### config.mk
export PLATFORM = sky130hd
export DESIGN_NAME = jam_cost_table
export DESIGN_NICKNAME = d
export VERILOG_FILES = /design/src/rtl/jam_pkg.sv /design/src/rtl/jam_cost_regfile.sv /design/src/rtl/jam_cost_table.sv
export SDC_FILE = /design/constraint.sdc
export NUM_CORES = 1
export LEC_CHECK = 0
export ABC_AREA = 1
export CELL_PAD_IN_SITES_DETAIL_PLACEMENT = 1
export CELL_PAD_IN_SITES_GLOBAL_PLACEMENT = 1
export CORE_MARGIN = 4
export CORE_UTILIZATION = 25
export CTS_CLUSTER_SIZE = 28
export DETAILED_ROUTE_END_ITERATION = 12
export PLACE_DENSITY_LB_ADDON = 0.1
export SLEW_MARGIN = 20
export SYNTH_ARGS = -nofsm -noshare
export SYNTH_HDL_FRONTEND = slang
export SYNTH_SLANG_ARGS = --single-unit
### constraint.sdc
create_clock -name CLK -period 2.7 [get_ports CLK]
set_clock_uncertainty 0.1 [all_clocks]
set_input_delay 0.27 -clock CLK [delete_from_list [all_inputs] [get_ports CLK]]
set_output_delay 0.27 -clock CLK [all_outputs]
set_load 0.01 [all_outputs]
### src/rtl/jam_pkg.sv
// jam_pkg
// Shared constants and types for the JAM cost-matrix loader.
//   N          : workers = jobs (matrix is N x N)
//   IDX_W      : width of a worker or job index
//   COST_W     : width of one cost word
//   SUM_W      : width of the running checksum (holds N*N*max cost)
//   MAT_BEATS  : number of load beats for a full matrix
//   state_t    : loader FSM states
package jam_pkg;

    localparam int N         = 8;
    localparam int IDX_W     = 3;
    localparam int ADDR_W    = 2 * IDX_W;
    localparam int COST_W    = 7;
    localparam int SUM_W     = 13;
    localparam int MAT_BEATS = N * N;

    // Address of the final beat; a handshake here completes the matrix.
    localparam logic [ADDR_W-1:0] LAST_BEAT = ADDR_W'(MAT_BEATS - 1);

    typedef enum logic [1:0] {
        IDLE,
        LOAD,
        READY
    } state_t;

endpackage

### src/rtl/jam_cost_regfile.sv
// jam_cost_regfile
// 64-entry cost storage with one synchronous write port and one registered
// read port. A read and a write to the same address in the same cycle return
// the old contents; the new value is visible on the next read.
// Ports:
//   CLK    : clock
//   RST    : synchronous active-high reset (clears the read register only)
//   we     : write enable
//   waddr  : write address
//   wdata  : write data
//   raddr  : read address
//   rdata  : registered read data, one cycle after raddr
module jam_cost_regfile
    import jam_pkg::*;
(
    input  logic              CLK,
    input  logic              RST,
    input  logic              we,
    input  logic [ADDR_W-1:0] waddr,
    input  logic [COST_W-1:0] wdata,
    input  logic [ADDR_W-1:0] raddr,
    output logic [COST_W-1:0] rdata
);

    logic [COST_W-1:0] mem [MAT_BEATS];

    // Storage array: matrix contents deliberately survive reset so they
    // can map onto plain RAM without a reset network.
    always_ff @(posedge CLK) begin
        if (we) begin
            mem[waddr] <= wdata;
        end
    end

    // Read register: samples the pre-write array contents every cycle,
    // which is what gives the read-before-write behaviour.
    always_ff @(posedge CLK) begin
        if (RST) begin
            rdata <= '0;
        end else begin
            rdata <= mem[raddr];
        end
    end

endmodule

### src/rtl/jam_cost_table.sv
// jam_cost_table
// Upstream cost-matrix stage for the JAM assignment engine. Loads an 8x8 cost
// matrix row-major over a valid/ready stream, holds the engine in reset while
// loading, then serves Cost lookups addressed by the engine's W/J outputs with
// one cycle of latency.
// Ports:
//   CLK       : clock
//   RST       : synchronous active-high reset
//   in_valid  : load beat valid
//   in_ready  : load beat accepted when in_valid & in_ready
//   in_data   : cost value, beat k -> worker k[5:3], job k[2:0]
//   reload    : request a fresh matrix load (only honoured in READY)
//   W, J      : worker / job index from the engine
//   Cost      : registered mem[{W,J}]
//   CORE_RST  : engine reset, high until the matrix is fully loaded
//   loaded    : matrix complete and stable
//   checksum  : sum of all loaded costs
module jam_cost_table
    import jam_pkg::*;
(
    input  logic              CLK,
    input  logic              RST,
    input  logic              in_valid,
    output logic              in_ready,
    input  logic [COST_W-1:0] in_data,
    input  logic              reload,
    input  logic [IDX_W-1:0]  W,
    input  logic [IDX_W-1:0]  J,
    output logic [COST_W-1:0] Cost,
    output logic              CORE_RST,
    output logic              loaded,
    output logic [SUM_W-1:0]  checksum
);

    state_t            state;
    logic [ADDR_W-1:0] cnt;
    logic              beat_fire;

    // Status outputs decode straight from the state register, so the engine
    // reset never glitches and always covers at least one cycle after reload.
    assign in_ready  = (state == LOAD);
    assign CORE_RST  = (state != READY);
    assign loaded    = (state == READY);
    assign beat_fire = in_ready && in_valid;

    // Loader FSM with beat counter and checksum. Counter and checksum are
    // cleared on every entry to LOAD so a reload starts from a clean slate;
    // outside that the checksum simply holds its last value.
    always_ff @(posedge CLK) begin
        if (RST) begin
            state    <= IDLE;
            cnt      <= '0;
            checksum <= '0;
        end else begin
            case (state)
                IDLE: begin
                    state    <= LOAD;
                    cnt      <= '0;
                    checksum <= '0;
                end
                LOAD: begin
                    if (in_valid) begin
                        cnt      <= cnt + ADDR_W'(1);
                        checksum <= checksum + {{(SUM_W - COST_W){1'b0}}, in_data};
                        if (cnt == LAST_BEAT) begin
                            state <= READY;
                        end
                    end
                end
                READY: begin
                    if (reload) begin
                        state    <= LOAD;
                        cnt      <= '0;
                        checksum <= '0;
                    end
                end
                default: begin
                    state <= IDLE;
                end
            endcase
        end
    end

    // Beat k lands at address k, which is exactly {worker, job} for a
    // row-major stream, so the lookup address is just {W, J}.
    jam_cost_regfile u_regfile (
        .CLK   (CLK),
        .RST   (RST),
        .we    (beat_fire),
        .waddr (cnt),
        .wdata (in_data),
        .raddr ({W, J}),
        .rdata (Cost)
    );

endmodule

==> impl_metrics.env, run 1 <==
export IMPL_cts_root_buf="clkbuf_16"
export IMPL_cap_violations=0
export IMPL_synth_area_sq_um=19800
export IMPL_firstDrtPassIters=7
export IMPL_synth_cell_types=33
export IMPL_r2r_cells=8
export IMPL_slew_viol_final=0
export IMPL_slowest_stage="nor2_1"
export IMPL_ir_worst_vdd_mv=0.488
export IMPL_fin_crit_sh=0.828
export IMPL_gr_total_overflow=0
export IMPL_synth_top_cell_area_share=0.680
export IMPL_core_area_sq_um=78000
export IMPL_place_congestion=0.766
export IMPL_vias=13500
export IMPL_cp_start_kind="flop"
export IMPL_dp_hpwl_microns=43100
export IMPL_hp_class="input port to flop"
export IMPL_postCtsSetupBuffers=0
export IMPL_clock_latency_ns=0.62
export IMPL_cts_tree="done"
export IMPL_wl_microns=68300
export IMPL_crit_required_ns=2.92
export IMPL_fp_dieArea_sq_um=83700
export IMPL_end_kind="flop"
export IMPL_tightest_slew_ns=0.997
export IMPL_die_w_microns=289
export IMPL_hold_path_depth=4
export IMPL_antenna_found_initial=4
export IMPL_grt_pass1_wl_microns=100000
export IMPL_p_per_area_nw_per_um2=693
export IMPL_grt_max_degree=85
export IMPL_r2r_slack_ns=0.46
export IMPL_port_buffer_count=39
export IMPL_slew_headroom=0.335
export IMPL_die_height_microns=289
export IMPL_grt_usage=0.164
export IMPL_ys_seq_area_frac=0.709
export IMPL_layout_drive_gt1_share=0.121
export IMPL_tns_ns=0
export IMPL_synth_seq_cells=476
export IMPL_syn_area_per_cell_sq_um=11.3
export IMPL_nets=1910
export IMPL_syn_nets=1778
export IMPL_clk_path_buf_depth=3
export IMPL_max_freq_mhz=447
export IMPL_grt_setup_unrepaired="false"
export IMPL_drtAntennaViolNets=0
export IMPL_cts_buffers=55
export IMPL_yosys_warnings=0
export IMPL_crit_fanout=7
export IMPL_finalSetupViolations=0
export IMPL_hold_viol_final=0
export IMPL_num_rows=102
export IMPL_wl_per_cell_microns=23.0
export IMPL_crit_arrival_ns=2.46
export IMPL_status="completed"
export IMPL_finalWorstPathRequiredPeriod_ns=2.24
export IMPL_setup_slack_ns=0.464
export IMPL_io_pin_count=40
export IMPL_area_growth_pct=20.0
export IMPL_ctsHtreeMaxLevel=2
export IMPL_power_total_mw=16.4
export IMPL_worstPathCellList="inv_1 > nor2_4 > inv_2 > nor2_4 > nand4_1 > buf_4 > nor2_1 > buf_4"
export IMPL_clk_pin_slew_ns=0.06
export IMPL_crit_type="flop to flop"
export IMPL_clock_sinks=476
export IMPL_initial_core_util=0.254
export IMPL_vias_per_cell=4.53
export IMPL_synth_cells=1752
export IMPL_dpl_worst_slack_ns=0.260
export IMPL_ctsHoldBuffers=0
export IMPL_cts_resized=0
export IMPL_grt_pass1_vias=14400
export IMPL_fillers=8538
export IMPL_max_stage_delay_ns=0.38
export IMPL_yosysTopAreaCell="edfxtp_1"
export IMPL_p_leak_nw=8.53
export IMPL_drtIter0Drc=745
export IMPL_drc=0
export IMPL_synth_area_leaders="edfxtp_1 (68%), nand2_1 (11%), nand3_1 (9.8%)"
[cell usage after synthesis, drive strengths merged]
| cell type | number |
|---|---|
| nand4 | 6 |
| a21oi | 29 |
| xnor2 | 1 |
| a31oi | 2 |
| inv | 30 |
| a2bb2oi | 1 |
| fa | 1 |
| nor3 | 4 |
| nand3 | 391 |
| a21o | 2 |
| ha | 8 |
| a211oi | 1 |
| nor4 | 1 |
| edfxtp | 448 |
| buf | 80 |
| and3 | 2 |
| nand2 | 602 |
| clkinv | 1 |
| o21ai | 11 |
| clkbuf | 17 |
| nand3b | 2 |
| dfxtp | 28 |
| nor2 | 84 |
[kinds of logic (layout without fill, tap and decap cells)]
| logic type | Yosys count | count (layout) | synth area share |
|---|---|---|---|
| simple gates | 1092 | 1092 | 0.236 |
| flops | 476 | 476 | 0.709 |
| buf+inv | 128 | 304 | 0.0366 |
| compound gates | 46 | 46 | 0.0125 |
| fa+ha+maj | 9 | 9 | 0.00607 |
| xor+xnor | 1 | 1 | 0.000443 |
| other cells | 0 | 1 | 0 |
[metal layers]
layer	track usage	up-vias	wire (microns)
li1	-	6401	-
met1	0.226	6795	32300
met2	0.273	170	32500
met3	0.0238	84	2080
met4	0.0376	2	1400
met5	0	-	13
[power breakdown]
group          leakage (nW)  internal (mW)  switching [mW]
Sequential             4.26           8.09          0.0236
Combinational          3.45          0.323           0.823
Clock                 0.831           4.13            3.04
[cell type report]
cell class,instances,area [sq um],area share
multi-input combinational,1148,5040,0.212
clock buffer,73,1480,0.0625
inverter,31,124,0.00522
sequential,476,14000,0.591
antenna,1,2.50,0.000105
clock inverter,28,225,0.00949
tap,1040,1300,0.0548
timing repair buffer,172,1540,0.0649
[worst max-delay path, delay by kind of cell (launching register included)]
kind | cells | cell delay (ns)
and+or+nand+nor | 4 | 0.89
DFF | 1 | 0.36
buffers and inverters | 4 | 0.60
[layout by cell type, fill, tap and decap left out, drive strengths merged, types with 2 or more instances in the layout]
cell type / netlist / routed
o21ai: 11 / 11
nand3b: 2 / 2
nand3: 391 / 391
buf: 80 / 143
clkinv: 1 / 20
nand4: 6 / 6
a21oi: 29 / 29
and3: 2 / 2
nor3: 4 / 4
bufinv: 0 / 3
clkdlybuf4s50: 0 / 29
a31oi: 2 / 2
clkbuf: 17 / 73
dfxtp: 28 / 28
a21o: 2 / 2
edfxtp: 448 / 448
nand2: 602 / 602
inv: 30 / 33
clkinvlp: 0 / 3
ha: 8 / 8
nor2: 84 / 84
[sequential cells by signal, summed over array words and instances, names as in the netlist]
signal and count:
checksum 13, cnt 6, state 2, u_regfile.mem 448, u_regfile.rdata 7
[per-stage QoR]
| stage | util | instance area (sq um) | cells | hold slack (ns) |
|---|---|---|---|---|
| global placement | 0.282 | 22000 | 2867 | 0.371 |
| CTS | 0.304 | 23700 | 2968 | 0.0693 |
| finish | 0.304 | 23700 | 2969 | 0.0564 |
| global route | 0.304 | 23700 | 2968 | 0.0920 |
| detailed placement | 0.282 | 22000 | 2867 | 0.370 |
| floorplan | - | 19800 | 1752 | 0.269 |
[final timing paths]
check / end / startpoint
setup / recovery: u_regfile.mem[58][5] / state[0]
hold / removal: checksum[0] / in_data[0]
setup reg to reg: u_regfile.mem[58][5] / state[0]
hold reg to reg: state[0] / state[0]
No activity file was read; power rests on OpenSTA's default activity.
==> run 2: changes to the inputs <==
clock period = 2.3 ns   (was 2.7 ns; I/O delays follow)
==> impl_metrics.env, run 2 (same netlist as run 1, synthesis figures left out) <==
export IMPL_grt_max_degree=97
export IMPL_drtIter0Drc=1030
export IMPL_port_buffer_count=39
export IMPL_grt_setup_unrepaired="false"
export IMPL_gr_total_overflow=0
export IMPL_hold_viol_final=0
export IMPL_final_area_sq_um=24100
export IMPL_wl_per_cell_microns=22.2
export IMPL_wl_microns=66400
export IMPL_fin_util=0.309
export IMPL_timing_rr_start="state[0]"
export IMPL_clock_sinks=476
export IMPL_p_per_area_nw_per_um2=812
export IMPL_clk_path_buf_depth=3
export IMPL_cts_tree="done"
export IMPL_reg2reg_to="u_regfile.mem[27][4]"
export IMPL_cp_num_buf_inv=5
export IMPL_hold_slack_ns=0.0334
export IMPL_firstDrtPassIters=5
export IMPL_finalSetupViolations=0
export IMPL_dpl_cell_area_sq_um=22300
export IMPL_max_stage_delay_ns=0.36
export IMPL_end_kind="flop"
export IMPL_place_congestion=0.753
export IMPL_die_height_microns=289
export IMPL_slew_headroom=0.307
export IMPL_cap_violations=0
export IMPL_clk_pin_slew_ns=0.06
export IMPL_antenna_found_initial=8
export IMPL_num_rows=102
export IMPL_layout_drive_gt1_share=0.129
export IMPL_final_common_cell="nand2_1"
export IMPL_area_growth_pct=21.7
export IMPL_die_w_microns=289
export IMPL_slew_viol_final=0
export IMPL_finalWorstPathRequiredPeriod_ns=2.13
export IMPL_io_pin_count=40
export IMPL_worst_path_most_repeated_cell="nor2_4"
export IMPL_ir_worst_vdd_mv=0.516
export IMPL_tightest_slew_ns=1.04
export IMPL_grt_usage=0.159
export IMPL_core_area_sq_um=78000
export IMPL_layout_common_cells="nand2_1 (601), edfxtp_1 (448), nand3_1 (388)"
export IMPL_max_freq_mhz=469
export IMPL_cts_root_buf="clkbuf_16"
export IMPL_vias=13400
export IMPL_crit_type="flop to flop"
export IMPL_layout_cells_non_filler=2988
export IMPL_largest_registers="u_regfile.mem x448, checksum x13, u_regfile.rdata x7"
export IMPL_ctsHoldBuffers=0
export IMPL_drtAntennaViolNets=0
export IMPL_cts_buffers=56
export IMPL_dp_hpwl_microns=42000
export IMPL_r2r_cells=10
export IMPL_dp_cells=2880
export IMPL_fp_dieArea_sq_um=83700
export IMPL_drc=0
export IMPL_cp_startpoint="state[0]"
export IMPL_grt_pass1_wl_microns=97600
export IMPL_nets=1926
export IMPL_status="completed"
export IMPL_cp_start_kind="flop"
export IMPL_crit_fanout=8
export IMPL_cp_endpoint="u_regfile.mem[27][4]"
export IMPL_cp_depth=10
export IMPL_r2r_slack_ns=0.17
export IMPL_fin_crit_sh=0.926
export IMPL_initial_core_util=0.254
export IMPL_clock_latency_ns=0.62
export IMPL_hp_class="input port to flop"
export IMPL_p_leak_nw=8.71
export IMPL_ctsHtreeMaxLevel=2
export IMPL_grt_pass1_vias=14300
export IMPL_top_register="u_regfile.mem"
export IMPL_slowest_stage="dfxtp_1"
export IMPL_crit_arrival_ns=2.34
export IMPL_largest_register_ffs=448
export IMPL_crit_family="simple AND/OR/NAND/NOR gates"
export IMPL_crit_required_ns=2.51
export IMPL_diodes=0
export IMPL_tns_ns=0
export IMPL_vias_per_cell=4.48
export IMPL_hold_path_depth=4
export IMPL_worstPathCellList="inv_1 > nor2_4 > inv_2 > nor2_4 > inv_2 > nor2_4 > nand3_2 > buf_12 > nor2_1 > buf_4"
[run 2: layer usage]
metal | part of all wire | up-vias | GRT usage | routed length (microns)
met5 | 0.00017 | - | 0 | 11
met2 | 0.48 | 207 | 0.271 | 32000
met4 | 0.016 | 2 | 0.0332 | 1090
met1 | 0.47 | 6670 | 0.217 | 31000
met3 | 0.035 | 73 | 0.0228 | 2320
li1 | - | 6429 | - | -
[run 2: per-stage QoR]
step                      power, mW  setup WS, ns
after global placement         11.1       -0.0537
after floorplan                10.4         0.204
after CTS                      19.9         0.103
final                          19.5         0.170
after global routing           20.3       0.00103
after detailed placement       11.1       -0.0530
[run 2: power breakdown]
part,switching (mW),internal [mW],total [mW]
sequential,0.0199,9.50,9.52
clock,3.55,5.08,8.63
combinational,0.962,0.412,1.37
total,4.53,15.0,19.5
[run 2: worst min-delay path by stage]
stage | slack, ns | startpoint | end
floorplan | 0.23 | in_data[0] | u_regfile.mem[0][0]
global placement | 0.37 | checksum[0] | checksum[0]
detailed placement | 0.37 | state[0] | state[0]
CTS | 0.01 | in_data[0] | checksum[0]
global route | 0.07 | in_data[0] | checksum[0]
finish | 0.03 | in_data[0] | checksum[0]
[run 2: timing repair]
item / in CTS / in global routing
setup buffers: 0 / 2
endpoints found under the setup margin: 0 / 23
gates resized for setup: 0 / 4
[run 2: tightest hold or removal path, stage by stage]
cell and delay [ns]:
buf_2 0.13, ha_2 0.17, nand2_1 0.04, a21oi_1 0.12
[run 2: final cells by class]
class / count / area [sq um]
clock buffers: 84 / 1590
clock inverters: 22 / 189
fillers: 8576 / 53900
inverters: 31 / 124
multi-input cells: 1148 / 5040
flip-flops and latches: 476 / 14000
well taps: 1040 / 1300
repair buffers: 187 / 1800
